<file path="src/rtl/shared_dmem_pkg.sv">
// Shared data-memory arbiter: FSM state encoding
// and width helpers used by the arbiter slice.
package shared_dmem_pkg;

  localparam logic [1:0] S_ARB   = 2'd0;
  localparam logic [1:0] S_ISSUE = 2'd1;
  localparam logic [1:0] S_WAIT  = 2'd2;
  localparam logic [1:0] S_RESP  = 2'd3;

  typedef enum logic [1:0] {
    ARB   = S_ARB,
    ISSUE = S_ISSUE,
    WAIT  = S_WAIT,
    RESP  = S_RESP
  } state_t;

  function automatic int ptr_w(input int n);
    return (n > 1) ? $clog2(n) : 1;
  endfunction

  function automatic int cnt_w(input int lat);
    return (lat > 1) ? $clog2(lat) : 1;
  endfunction

endpackage

</file>
<file path="src/rtl/rr_arbiter.sv">
// Combinational round-robin pick: first asserted
// request at or after ptr, wrapping modulo N.
module rr_arbiter #(
  parameter int N  = 4,
  parameter int PW = 2
) (
  input  logic [N-1:0]  req,
  input  logic [PW-1:0] ptr,
  output logic [N-1:0]  win,
  output logic [PW-1:0] idx,
  output logic          any
);

  logic [PW-1:0] j;

  always_comb begin
    win = '0;
    idx = '0;
    any = 1'b0;
    j   = '0;
    for (int k = 0; k < N; k++) begin
      j = PW'((int'(ptr) + k) % N);
      if (!any && req[j]) begin
        any    = 1'b1;
        win[j] = 1'b1;
        idx    = j;
      end
    end
  end

endmodule

</file>
<file path="src/rtl/shared_dmem_arbiter.sv">
// N-core round-robin arbiter in front of one
// single-ported DRAM, plus sticky all_done.
import shared_dmem_pkg::*;

module shared_dmem_arbiter #(
  parameter int N_CORES = 4,
  parameter int DATA_W  = 16,
  parameter int ADDR_W  = 16,
  parameter int MEM_LAT = 1
) (
  input  logic                        clk,
  input  logic                        rst_n,
  input  logic [N_CORES-1:0]          req,
  input  logic [N_CORES-1:0]          we,
  input  logic [N_CORES*ADDR_W-1:0]   addr,
  input  logic [N_CORES*DATA_W-1:0]   wdata,
  output logic [N_CORES-1:0]          gnt,
  output logic [N_CORES-1:0]          rvalid,
  output logic [DATA_W-1:0]           rdata,
  output logic                        mem_we,
  output logic [ADDR_W-1:0]           mem_addr,
  output logic [DATA_W-1:0]           mem_wdata,
  input  logic [DATA_W-1:0]           mem_rdata,
  input  logic [N_CORES-1:0]          core_done,
  output logic                        busy,
  output logic                        all_done
);

  localparam int PW = ptr_w(N_CORES);
  localparam int CW = cnt_w(MEM_LAT);

  state_t state, state_nx;

  logic [PW-1:0]      ptr;
  logic [N_CORES-1:0] w_hot;
  logic               cap_we;
  logic [ADDR_W-1:0]  cap_addr;
  logic [DATA_W-1:0]  cap_wdata;
  logic [CW-1:0]      cnt;

  logic [N_CORES-1:0] win;
  logic [PW-1:0]      win_idx;
  logic               any;
  logic               sel_we;
  logic [ADDR_W-1:0]  sel_addr;
  logic [DATA_W-1:0]  sel_wdata;

  rr_arbiter #(
    .N  (N_CORES),
    .PW (PW)
  ) u_rr (
    .req (req),
    .ptr (ptr),
    .win (win),
    .idx (win_idx),
    .any (any)
  );

  always_comb begin
    sel_we    = 1'b0;
    sel_addr  = '0;
    sel_wdata = '0;
    for (int i = 0; i < N_CORES; i++) begin
      if (win[i]) begin
        sel_we    = we[i];
        sel_addr  = addr[i*ADDR_W +: ADDR_W];
        sel_wdata = wdata[i*DATA_W +: DATA_W];
      end
    end
  end

  always_comb begin
    state_nx  = state;
    gnt       = '0;
    rvalid    = '0;
    mem_we    = 1'b0;
    mem_addr  = cap_addr;
    mem_wdata = cap_wdata;
    busy      = (state != ARB);
    unique case (state)
      ARB: begin
        if (any) state_nx = ISSUE;
      end
      ISSUE: begin
        gnt      = w_hot;
        mem_we   = cap_we;
        state_nx = cap_we ? ARB : WAIT;
      end
      WAIT: begin
        if (cnt == '0) state_nx = RESP;
      end
      RESP: begin
        rvalid   = w_hot;
        state_nx = ARB;
      end
      default: state_nx = ARB;
    endcase
  end

  always_ff @(posedge clk or negedge rst_n) begin
    if (!rst_n) begin
      state     <= ARB;
      ptr       <= '0;
      w_hot     <= '0;
      cap_we    <= 1'b0;
      cap_addr  <= '0;
      cap_wdata <= '0;
      cnt       <= '0;
      rdata     <= '0;
      all_done  <= 1'b0;
    end else begin
      state    <= state_nx;
      all_done <= all_done | (&core_done);
      if (state == ARB && any) begin
        w_hot     <= win;
        cap_we    <= sel_we;
        cap_addr  <= sel_addr;
        cap_wdata <= sel_wdata;
        ptr       <= (win_idx == PW'(N_CORES - 1))
                     ? '0 : win_idx + 1'b1;
      end
      if (state == ISSUE) begin
        cnt <= CW'(MEM_LAT - 1);
      end else if (state == WAIT && cnt != '0) begin
        cnt <= cnt - 1'b1;
      end
      // capture on the last WAIT cycle so rvalid
      // and the new rdata appear together in RESP
      if (state == WAIT && cnt == '0) begin
        rdata <= mem_rdata;
      end
    end
  end

endmodule

</file>
<file path="config.mk">
export PLATFORM = sky130hd
export DESIGN_NAME = shared_dmem_arbiter
export DESIGN_NICKNAME = d
export VERILOG_FILES = /design/src/rtl/shared_dmem_pkg.sv /design/src/rtl/rr_arbiter.sv /design/src/rtl/shared_dmem_arbiter.sv
export SDC_FILE = /design/constraint.sdc
export NUM_CORES = 1
export LEC_CHECK = 0
export BUFFER_PORTS_ARGS = -buffer_cell sky130_fd_sc_hd__buf_2
export CAP_MARGIN = 25
export CORE_MARGIN = 1
export CORE_UTILIZATION = 44
export DETAILED_ROUTE_END_ITERATION = 6
export GPL_TIMING_DRIVEN = 0
export MAX_ROUTING_LAYER = met4
export PLACE_DENSITY = 0.81
export SLEW_MARGIN = 25
export SYNTH_ARGS = -nofsm -noshare
export SYNTH_HDL_FRONTEND = slang
export SYNTH_SLANG_ARGS = --single-unit
export TNS_END_PERCENT = 30
</file>
<file path="constraint.sdc">
create_clock -name clk -period 3.7 [get_ports clk]
set_input_delay 0.74 -clock clk [delete_from_list [all_inputs] [get_ports clk]]
set_output_delay 0.74 -clock clk [all_outputs]
set_load 0.01 [all_outputs]
</file>
# Word-level counts from Yosys, hierarchy flattened
# Cells that the tools add are included.
# classes
add_sub_neg	5
order_cmp	8
n_eq_ne	6
muxes	50
bitwise_logic	5
n_reduce_logical	18
# ops
operator	count
$mux W16	8
$mux W4	6
$mux W1	19
$mux W2	8
$lt A2 B3 Y1 const B	4
$or A4 B4 Y4	3
$logic_and A1 B1 Y1	10
$bmux W1 S2	4
$demux W1 S2	4
$ge A2 B1 Y1 const B	4
$pmux W2 S4	1
$eq A2 B2 Y1 const B	3
$add A2 B1 Y2 const B	2
$add A2 B2 Y2 const B	2
$ne A2 B2 Y1 const B	2
$reduce_and A4 Y1	1
$reduce_bool A2 Y1	2
$logic_not A1 Y1	3
$eq A2 B1 Y1 const B	1
$logic_not A2 Y1	1
$reduce_and A2 Y1	1
$not A1 Y1	1
$or A1 B1 Y1	1
$sub A1 B1 Y1 const B	1
# totals
reg_bits	59
input_bits	158
output_inout_bits	59
wordCells	101

# Longest topological paths before layout
# Gate-level depths: netlist (run 1).
# logic_depth
word_depth	16
depth_mapped	13

# Cells and area by module
# Synthesis (run 1) repeated with hierarchy kept, for this count alone.
# hier_totals
hier_cells	424
area_unflattened_um2	3903.7
# by_module_without_submodules
module	instances	cells_each	area_each_um2	seq_area_each_um2
shared_dmem_arbiter	1	379	3484.6	1476.4
rr_arbiter	1	45	419.2	0.0

# Least setup slack after synthesis (run 1)
# No wires, ideal clock.
# synth_path
path_type	reg2reg
startpoint	register (tool-made name)
endpoint	register cap_we
setup_time_ns	0.133
t_arrival_ns	3.004
setup_slack_ns	0.563
stages_incl_launch_ff	12
period_less_slack_ns	3.137
cell_sequence	dfrtp_1 > buf_2 > inv_1 > ha_1 > clkbuf_1 > mux4_2 > buf_6 > a221o_1 > a221o_2 > buf_6 > o221ai_2 > a32oi_1
# synth_lines
element	line_no	text
end signal, assigned	shared_dmem_arbiter.sv:116	cap_we <= sel_we;
end, declared	shared_dmem_arbiter.sv:36	logic cap_we;

==> results of run 1 <==
-- worst max-delay path by stage --
stage,startpoint,end,slack (ns)
2_1_floorplan,flop,cap_we,0.56
3_5_place_dp,flop,mem_wdata[11],0.02
3_3_place_gp,flop,mem_addr[9],0.06
5_1_grt,flop,mem_addr[8],0.1
4_1_cts,flop,mem_addr[13],0.12
6_report,flop,mem_addr[13],0.31
-- repair_timing --
action | in CTS | in global routing
gates cloned | 0 | 0
gates resized for setup | 2 | 12
endpoints found under the setup margin | 30 | 30
pin swaps | 0 | 1
-- cells in the final DEF (no fill, tap or decap), drive strengths merged, types with 2 or more instances in the layout --
cell type,netlist,final
nor2,6,6
nand2b,4,4
nor3b,4,4
mux4,3,3
clkbuf,16,24
a211oi,3,3
nand3,35,35
ha,7,7
dfrtp,59,59
o221ai,33,33
and2,5,5
a32oi,33,33
o21ai,7,7
nand2,76,76
inv,6,7
buf,17,232
a221o,3,3
a21oi,5,5
clkinvlp,0,2
o22ai,2,2
a21o,4,4
and3,5,5
mux2,18,18
nor2b,2,2
clkinv,0,2
-- power by group --
| part | total (mW) | switching (mW) | leakage [nW] | internal, mW |
|---|---|---|---|---|
| clock | 0.604 | 0.275 | 0.0987 | 0.329 |
| sequential | 1.20 | 0.213 | 0.708 | 0.987 |
| combinational | 3.31 | 1.99 | 1.63 | 1.32 |
-- routing by layer --
| layer | wire, um | global-route usage [%] | vias up |
|---|---|---|---|
| met2 | 6090 | 47.2 | 204 |
| met5 | 0 | - | - |
| li1 | - | - | 1863 |
| met4 | 302 | 10.5 | 0 |
| met3 | 943 | 4.85 | 26 |
| met1 | 4850 | 35.3 | 1964 |
-- state kept, by name (all words and copies together) (netlist names), named ones only --
name and cells:
cnt 1, mem_wdata 16, all_done 1, mem_addr 16
w_hot 4, ptr 1, state 1, cap_we 1
rdata 16
-- critical path: stages (launching register included) --
cell and delay (ns):
dfrtp_2 0.50, buf_2 0.25, inv_1 0.13, ha_1 0.43, nand2b_1 0.21, or4_1 0.54
a31oi_2 0.39, a221o_2 0.29, buf_6 0.21, o221ai_2 0.11, a32oi_1 0.22
-- logic make-up after synthesis --
group | count (synthesis) | synth area share [%]
AOI/OAI and AO/OA | 98 | 27.3
xor gates and xnor gates | 2 | 0.472
adders and majority gates | 7 | 2.36
buffers and inverters | 39 | 5.32
DFF | 59 | 39.7
muxes | 21 | 7.27
and+or+nand+nor | 142 | 17.5
-- layout make-up --
| cell class | count | area (um2) |
|---|---|---|
| Multi-Input combinational cell | 270 | 2050 |
| Clock inverter | 6 | 63.8 |
| Fill cell | 716 | 3040 |
| Tap cell | 105 | 131 |
| Timing Repair Buffer | 215 | 1080 |
| Sequential cell | 59 | 1480 |
| Buffer | 31 | 175 |
| Inverter | 6 | 22.5 |
| Antenna cell | 1 | 2.50 |
| Clock buffer | 10 | 138 |
==> reports/metrics.cfg, run 1 <==
[synthesis]
syn_avg_cell_area_um2 = 10.1
yosys_warnings = 0
synth_most_common_cell = nand2_1
synth_edf_count = 0
ys_top_cells_by_count = 76 x nand2_1, 59 x dfrtp_1, 35 x nand3_1
async_flop_share_pct = 100
syn_area_um2 = 3710
syn_inst = 368
synth_top_cell_by_area = dfrtp_1
yosysSeqAreaShare_pct = 39.7
yosys-top-cells-area = dfrtp_1 40%, o221ai_2 12%, a32oi_1 7.8%
synth.ff_latch_count = 59
synth_top_area_share_pct = 39.7
synthFlopType = dfrtp_1
syn-num-nets = 533
ys_types = 45

[clocking]
cts_sinks = 59
cts_buffer_depth = 2
cts_hold_buf = 0
htreeDepth = 3
post-cts-setup-buffers = 0
cts_tree = done
clock_latency_ns = 0.34
clk_pin_slew_ns = 0.07
numCtsBuffers = 9
cts-root-buf = clkbuf_8

[timing]
slew_viol_final = 0
whs_ns = 0.459
layout_setup_ws_ns = 0.314
fin_skew_ns = 0.0156
tns_ns = 0
period_share_pct = 91.5
fmax_ghz = 0.295
rsz0062_at_grt = no
worst_pin_slew_ns = 0.943
relSlewSlack_pct = 37.1
finalCriticalPeriod_ns = 3.39
hold_viol = 0
setup_viol = 0

[setup_path]
r2r_end = mem_addr[13]
cp_max_fo = 10
r2r_cells = 10
ff2ff_setup_slack_ns = 0.31
cp-start-kind = flop
setup.worst_path.end_class = flop
worstPathRequired_ns = 3.94
crit_arrival_ns = 3.63
worst-setup-path-type = flop to flop

[global_routing]
overflow = 0
grt_first_pass_wirelength_um = 19100
grt_max_degree = 60
antenna_found_initial = 0
grt_pass1_vias = 3926
track_usage_pct = 28.7

[route]
routedWlPerCell_um = 17.3
routed_wirelength_um = 12200
drc = 0
first_pass_iters = 7
routed_via_density = 5.77
ant_nets = 0
drt_iter0_markers = 276
vias = 4057

[place]
numPortBuffers = 215
dp_hpwl_um = 9260
post_dp_cell_area_um2 = 4920
dp_slack_ns = 0.0151
place.gp.congestion = 0.882
dp.cells = 688

[pwr]
p_total_mw = 5.11
leakagePower_nw = 2.43
irDropWorstVdd_mv = 0.427
power.density_nw_per_um2 = 995

[die]
die_w_um = 93.9
die_area_um2 = 8810
start_util_pct = 45.4
fp.coreArea_um2 = 8180
std_cell_rows = 33
pin_count = 217
die_h_um = 93.9

[final_layout]
instances_no_fill = 703
postLayoutCoreUtil_pct = 62.8
area_growth_syn_to_layout_pct = 38.3
layout-drive-gt1-share_pct = 52.1
num-nets-final = 757
postLayoutCellArea_um2 = 5140

[worst_hold_path]
holdPathEnd = all_done
hold_path_depth = 1
min_path_type = flop to flop
min_from = all_done

[run_status]
status = finished clean

[job]
maxCapViolCount = 0

Note: power is estimated with default switching activity, not from simulation.
==> run 2: changes to the inputs <==
- CORE_UTILIZATION: 44 -> 46
- CTS_BUF_LIST: unset -> sky130_fd_sc_hd__clkbuf_8
- PLACE_DENSITY: 0.81 -> 0.84
==> run 2 against run 1 <==
Against the previous run:
- first-iteration DRC count is 38% lower
- maximum frequency is 4.1% lower
- design area is 0.63% higher
- count of clock-buffer cells in the layout is 1 lower
- non-clock buffer count is 1 higher
- sequential power hardly changed
- global-route usage is 2.1 points higher
- routed wire length is 2.3% higher
- clock skew is 0.0092 ns lower
- critical path type unchanged
- via count is 0.76% higher
- register-to-register slack worse by 0.15 ns
==> reports/metrics.cfg, run 2 (same netlist as run 1, synthesis figures left out) <==
[timing]
fin_skew_ns = 0.00642  ; -0.00921 ns
period_share_pct = 95.4  ; +3.9 points
slew_viol_final = 0  ; unchanged
finalCriticalPeriod_ns = 3.53  ; +0.145 ns
rsz0062_at_grt = no
worst_pin_slew_ns = 0.943  ; -0.000139 ns
hold_viol = 0  ; unchanged
relSlewSlack_pct = 37.1  ; about the same
whs_ns = 0.462  ; +0.00377 ns
fmax_ghz = 0.283  ; -4.1%
layout_setup_ws_ns = 0.169  ; -0.145 ns
setup_viol = 0  ; unchanged

[die]
die_h_um = 91.9  ; -2.2%
die_w_um = 91.9  ; -2.2%
start_util_pct = 47.8  ; +2.4 points
pin_count = 217  ; unchanged
std_cell_rows = 32  ; -3.0%
die_area_um2 = 8440  ; -4.3%
fp.coreArea_um2 = 7770  ; -5.0%

[clocking]
numCtsBuffers = 9  ; unchanged
cts_hold_buf = 0  ; unchanged
clock_latency_ns = 0.33  ; about the same
cts-root-buf = clkbuf_8
post-cts-setup-buffers = 0  ; unchanged
htreeDepth = 3  ; unchanged
cts_sinks = 59  ; unchanged
cts_buffer_depth = 2  ; unchanged
clk_pin_slew_ns = 0.08  ; about the same
cts_tree = done

[pwr]
p_total_mw = 5.24  ; +2.5%
irDropWorstVdd_mv = 0.522  ; +22%
leakagePower_nw = 2.45  ; +0.70%
power.density_nw_per_um2 = 1010  ; +1.8%

[final_layout]
layout-drive-gt1-share_pct = 52.0  ; -0.087 points
num-nets-final = 758  ; +0.13%
fillers = 646  ; -9.8%
final_common_cell = buf_2
area_growth_syn_to_layout_pct = 39.2
final_cell_mix = 223 x buf_2, 76 x nand2_1, 58 x dfrtp_1

[setup_path]
crit_chain = buf_2 -> inv_1 -> ha_1 -> clkbuf_1 -> mux4_2 -> buf_6 -> a21o_1 -> o22ai_1 -> nand3_1 -> a211oi_4 -> buf_2 -> a32oi_1
worstPathRequired_ns = 3.90  ; -0.04 ns
worst-setup-path-type = flop to flop
setup.worst_path.end_class = flop
critPathMaxStageDelay_ns = 0.49  ; -0.05 ns
cp_max_fo = 10  ; unchanged
cp_common_cell = buf_2
cp-start-kind = flop
crit_arrival_ns = 3.73  ; +0.10 ns
crit_slowest_cell = dfrtp_2

[place]
place.gp.congestion = 0.961  ; +8.9%
dp_hpwl_um = 9440  ; +1.9%
dp_slack_ns = -0.0122  ; -0.0272 ns
numPortBuffers = 215  ; unchanged

[route]
routedWlPerCell_um = 17.7  ; +2.3%
vias = 4088  ; +0.76%
routed_wirelength_um = 12500  ; +2.3%
drc = 0  ; unchanged
drt_iter0_markers = 170  ; -38%
first_pass_iters = 4  ; -3
routed_via_density = 5.82  ; +0.76%
ant_nets = 0  ; unchanged

[global_routing]
grt_first_pass_wirelength_um = 19600  ; +2.9%
overflow = 0  ; unchanged
grt_max_degree = 60  ; unchanged
track_usage_pct = 30.7  ; +2.1 points
antenna_found_initial = 1  ; +1
grt_pass1_vias = 4127  ; +5.1%

[job]
maxCapViolCount = 0  ; unchanged

[run_status]
status = finished clean

[worst_hold_path]
min_path_type = input pin to asynchronous set/reset pin

run 2: cell types whose count changed in the layout (fill, tap and decap cells not counted), moves of 2 or more:
cell	delta
clkinv_4	+3
diode_2	+2
buf_2	-2
clkbuf_4	+2
clkinvlp_4	-2
run 2: final timing paths:
kind | from | end | slack (ns) | cells past startpoint
hold / removal | rst_n | all_done | 0.46 | 1
hold reg to reg | all_done | all_done | 0.47 | 1
max in group asynchronous | rst_n | asynchronous set/reset pin | 2.70 | 1
min in group clk | all_done | all_done | 0.47 | 1
setup reg to reg | flop | mem_wdata[7] | 0.17 | 12
setup / recovery | flop | mem_wdata[7] | 0.17 | 12
run 2: cell type report:
type                            instances  area (um2)  area share (%)
Buffer                                 32         184            3.56
Clock inverter                          7         100            1.94
Multi-Input combinational cell        270        2050            39.6
Tap cell                              102         128            2.47
Antenna cell                            3        7.51           0.145
Timing Repair Buffer                  215        1080            20.9
Inverter                                6        22.5           0.436
Clock buffer                            9         124            2.40
Sequential cell                        59        1480            28.6
run 2: what timing repair did:
| item | CTS | global route |
|---|---|---|
| endpoints found under the setup margin | 8 | 31 |
| gates resized for setup | 1 | 15 |
| cloned | 0 | 0 |
| pin swaps | 0 | 1 |
run 2: stage by stage:
step	std cells	instance area, um2	TNS, ns	util, %
floorplan	368	3710	0	-
global route	701	5160	0	66.5
finish	703	5170	0	66.6
global placement	685	4920	0	63.3
detailed placement	685	4920	-0.0303	63.4
CTS	701	5150	0	66.3
run 2: power by group:
part / total [mW] / switching (mW) / internal, mW
clock: 0.671 / 0.287 / 0.384
sequential: 1.21 / 0.219 / 0.987
combinational: 3.36 / 2.04 / 1.33
run 2: critical path: cells and delay by family (launching register included):
family	cells	cell delay [ns]
buffers and inverters	5	1.12
and+or+nand+nor	1	0.19
adders and majority gates	1	0.31
AOI/OAI and AO/OA	4	0.91
muxes	1	0.36
DFF	1	0.49
run 2: layer usage:
layer  share of wire [%]  track usage (%)
met5                   0                -
met2                  50             52.5
met4                 3.0             14.3
met3                 7.1             5.72
met1                  40             34.8
==> run 3: changes to the inputs <==
- CORE_UTILIZATION: 46 -> 41
- PLACE_DENSITY: 0.84 -> 0.79
- clock period: 3.7 -> 3.1 ns (I/O delays scaled with it)
==> run 3 against run 2 <==
Against the previous run:
- worst hold slack lost 0.12 ns
- first-iteration DRC count shrank 21%
- die area grew 12%
- combinational power grew 25%
- design area grew 0.73%
- via count shrank 0.98%
- largest power group unchanged
==> reports/metrics.cfg, run 3 (same netlist as run 1, synthesis figures left out) <==
[setup_path]
worstPathRequired_ns = 3.30  ; -0.60 ns
crit_slowest_cell = a221o_2
critPathMaxStageDelay_ns = 0.51  ; +0.02 ns
ff2ff_setup_slack_ns = 0.12  ; -0.05 ns
r2r_cells = 9  ; -3
crit_chain = inv_2 -> ha_2 -> mux4_2 -> buf_6 -> a221o_1 -> a221o_2 -> buf_6 -> o221ai_2 -> a32oi_1
crit_arrival_ns = 3.18  ; -0.55 ns
worst-setup-path-type = flop to flop
cp-start-kind = flop
worstPathBufferInverterCount = 3  ; -2
cp_max_fo = 10  ; unchanged
r2r_end = mem_wdata[11]
cp_common_cell = buf_6
crit_family = compound AO/OA/AOI/OAI gates
setup.worst_path.end_class = flop

[job]
maxCapViolCount = 0  ; unchanged

[clocking]
htreeDepth = 3  ; unchanged
cts_buffer_depth = 2  ; unchanged
cts-root-buf = clkbuf_8
clock_latency_ns = 0.34  ; about the same
clk_pin_slew_ns = 0.08  ; about the same
numCtsBuffers = 9  ; unchanged
cts_sinks = 59  ; unchanged
cts_hold_buf = 0  ; unchanged
cts_tree = done

[place]
dp.cells = 691  ; +0.88%
dp_hpwl_um = 9360  ; -0.88%
place.gp.congestion = 0.910  ; -5.3%
numPortBuffers = 215  ; unchanged

[global_routing]
grt_first_pass_wirelength_um = 19900  ; +1.2%
overflow = 0  ; unchanged
track_usage_pct = 27.0  ; -3.7 points
antenna_found_initial = 1  ; unchanged
grt_max_degree = 60  ; unchanged
grt_pass1_vias = 4090  ; -0.90%

[final_layout]
num-nets-final = 765  ; +0.92%
layout-drive-gt1-share_pct = 53.4  ; +1.4 points
final_cell_mix = 217 x buf_2, 76 x nand2_1, 57 x dfrtp_1
instances_no_fill = 714  ; +1.6%
fillers = 757  ; +17%
area_growth_syn_to_layout_pct = 40.2
seq_area_um2 = 1480  ; about the same
final_common_cell = buf_2
multi_input_area_um2 = 2060  ; +0.79%

[timing]
finalCriticalPeriod_ns = 2.98  ; -0.547 ns
rsz0062_at_grt = no
whs_ns = 0.345  ; -0.117 ns
fin_skew_ns = 0.0110  ; +0.00456 ns
relSlewSlack_pct = 37.6  ; +0.49 points
hold_viol = 0  ; unchanged
slew_viol_final = 0  ; unchanged
period_share_pct = 96.3  ; +0.83 points
setup_viol = 0  ; unchanged
tns_ns = 0  ; unchanged
fmax_ghz = 0.335  ; +18%
worst_pin_slew_ns = 0.936  ; -0.00733 ns

[route]
first_pass_iters = 4  ; unchanged
drc = 0  ; unchanged
met2_length_um = 6450  ; +3.1%
maxUsedRoutingLayer = met4
routedWlPerCell_um = 17.7  ; -0.43%
routed_via_density = 5.67  ; -2.5%
routed_wirelength_um = 12600  ; +1.1%
wl_met1_um = 5110  ; +3.1%
wl_met3_um = 870  ; -1.9%
drt_iter0_markers = 135  ; -21%
ant_nets = 0  ; unchanged
vias = 4048  ; -0.98%

[die]
start_util_pct = 42.4  ; -5.4 points
die_w_um = 97.2  ; +5.8%
die_area_um2 = 9440  ; +12%
std_cell_rows = 34  ; +6.3%
fp.coreArea_um2 = 8760  ; +13%
pin_count = 217  ; unchanged
die_h_um = 97.2  ; +5.8%

[pwr]
p_total_mw = 6.22  ; +19%
leakagePower_nw = 2.47  ; +0.58%
irDropWorstVdd_mv = 0.673  ; +29%
power.density_nw_per_um2 = 1200  ; +18%

[run_status]
status = finished clean

[worst_hold_path]
min_path_type = input pin to asynchronous set/reset pin

run 3: changes by cell type in the layout (fill, tap and decap cells not counted), sizes merged:
cell / before / now
clkinvlp: 0 / 2
diode: 3 / 1
buf: 230 / 238
clkbuf: 26 / 25
bufinv: 2 / 0
run 3: layer usage:
layer | vias to the layer above | track usage [%]
met3 | 14 | 4.96
met4 | 0 | 9.30
li1 | 1868 | -
met1 | 1952 | 30.8
met5 | - | -
met2 | 214 | 47.6
run 3: repair_timing:
item | CTS | global route
gates resized for setup | 14 | 8
pin swaps | 1 | 2
cloned | 0 | 0
endpoints found under the setup margin | 36 | 30
setup buffers | 1 | 8
run 3: area by class of cell:
cell class | count | area share [%]
Multi-Input combinational cell | 270 | 39.6
Clock buffer | 9 | 2.38
Sequential cell | 59 | 28.4
Clock inverter | 7 | 0.889
Buffer | 30 | 3.60
Timing Repair Buffer | 224 | 22.0
Tap cell | 108 | 2.59
Antenna cell | 1 | 0.0481
Inverter | 6 | 0.432
run 3: worst max-delay path by stage:
stage                     startpoint       endpoint  slack [ns]  cells past startpoint
after floorplan                 flop         cap_we        0.05                     11
after global placement          flop   mem_addr[10]       -0.52                     12
after detailed placement        flop    mem_addr[0]       -0.55                     12
after CTS                       flop  mem_wdata[11]       0.008                     10
after global routing          ptr[1]   mem_addr[15]        0.03                     11
final                           flop  mem_wdata[11]        0.12                      9
run 3: report_power, final:
part	internal (mW)	switching, mW	total, mW	leakage (nW)
sequential	1.18	0.238	1.42	0.707
combinational	1.70	2.48	4.19	1.67
clock	0.287	0.333	0.620	0.0864
run 3: stage by stage:
stage          instance area (um2)  setup WS, ns  utilization [%]
2_1_floorplan                 3720        0.0472                -
3_3_place_gp                  4930        -0.515             56.2
3_5_place_dp                  4930        -0.550             56.3
4_1_cts                       5130       0.00760             58.6
5_1_grt                       5210        0.0331             59.4
6_report                      5210         0.115             59.4
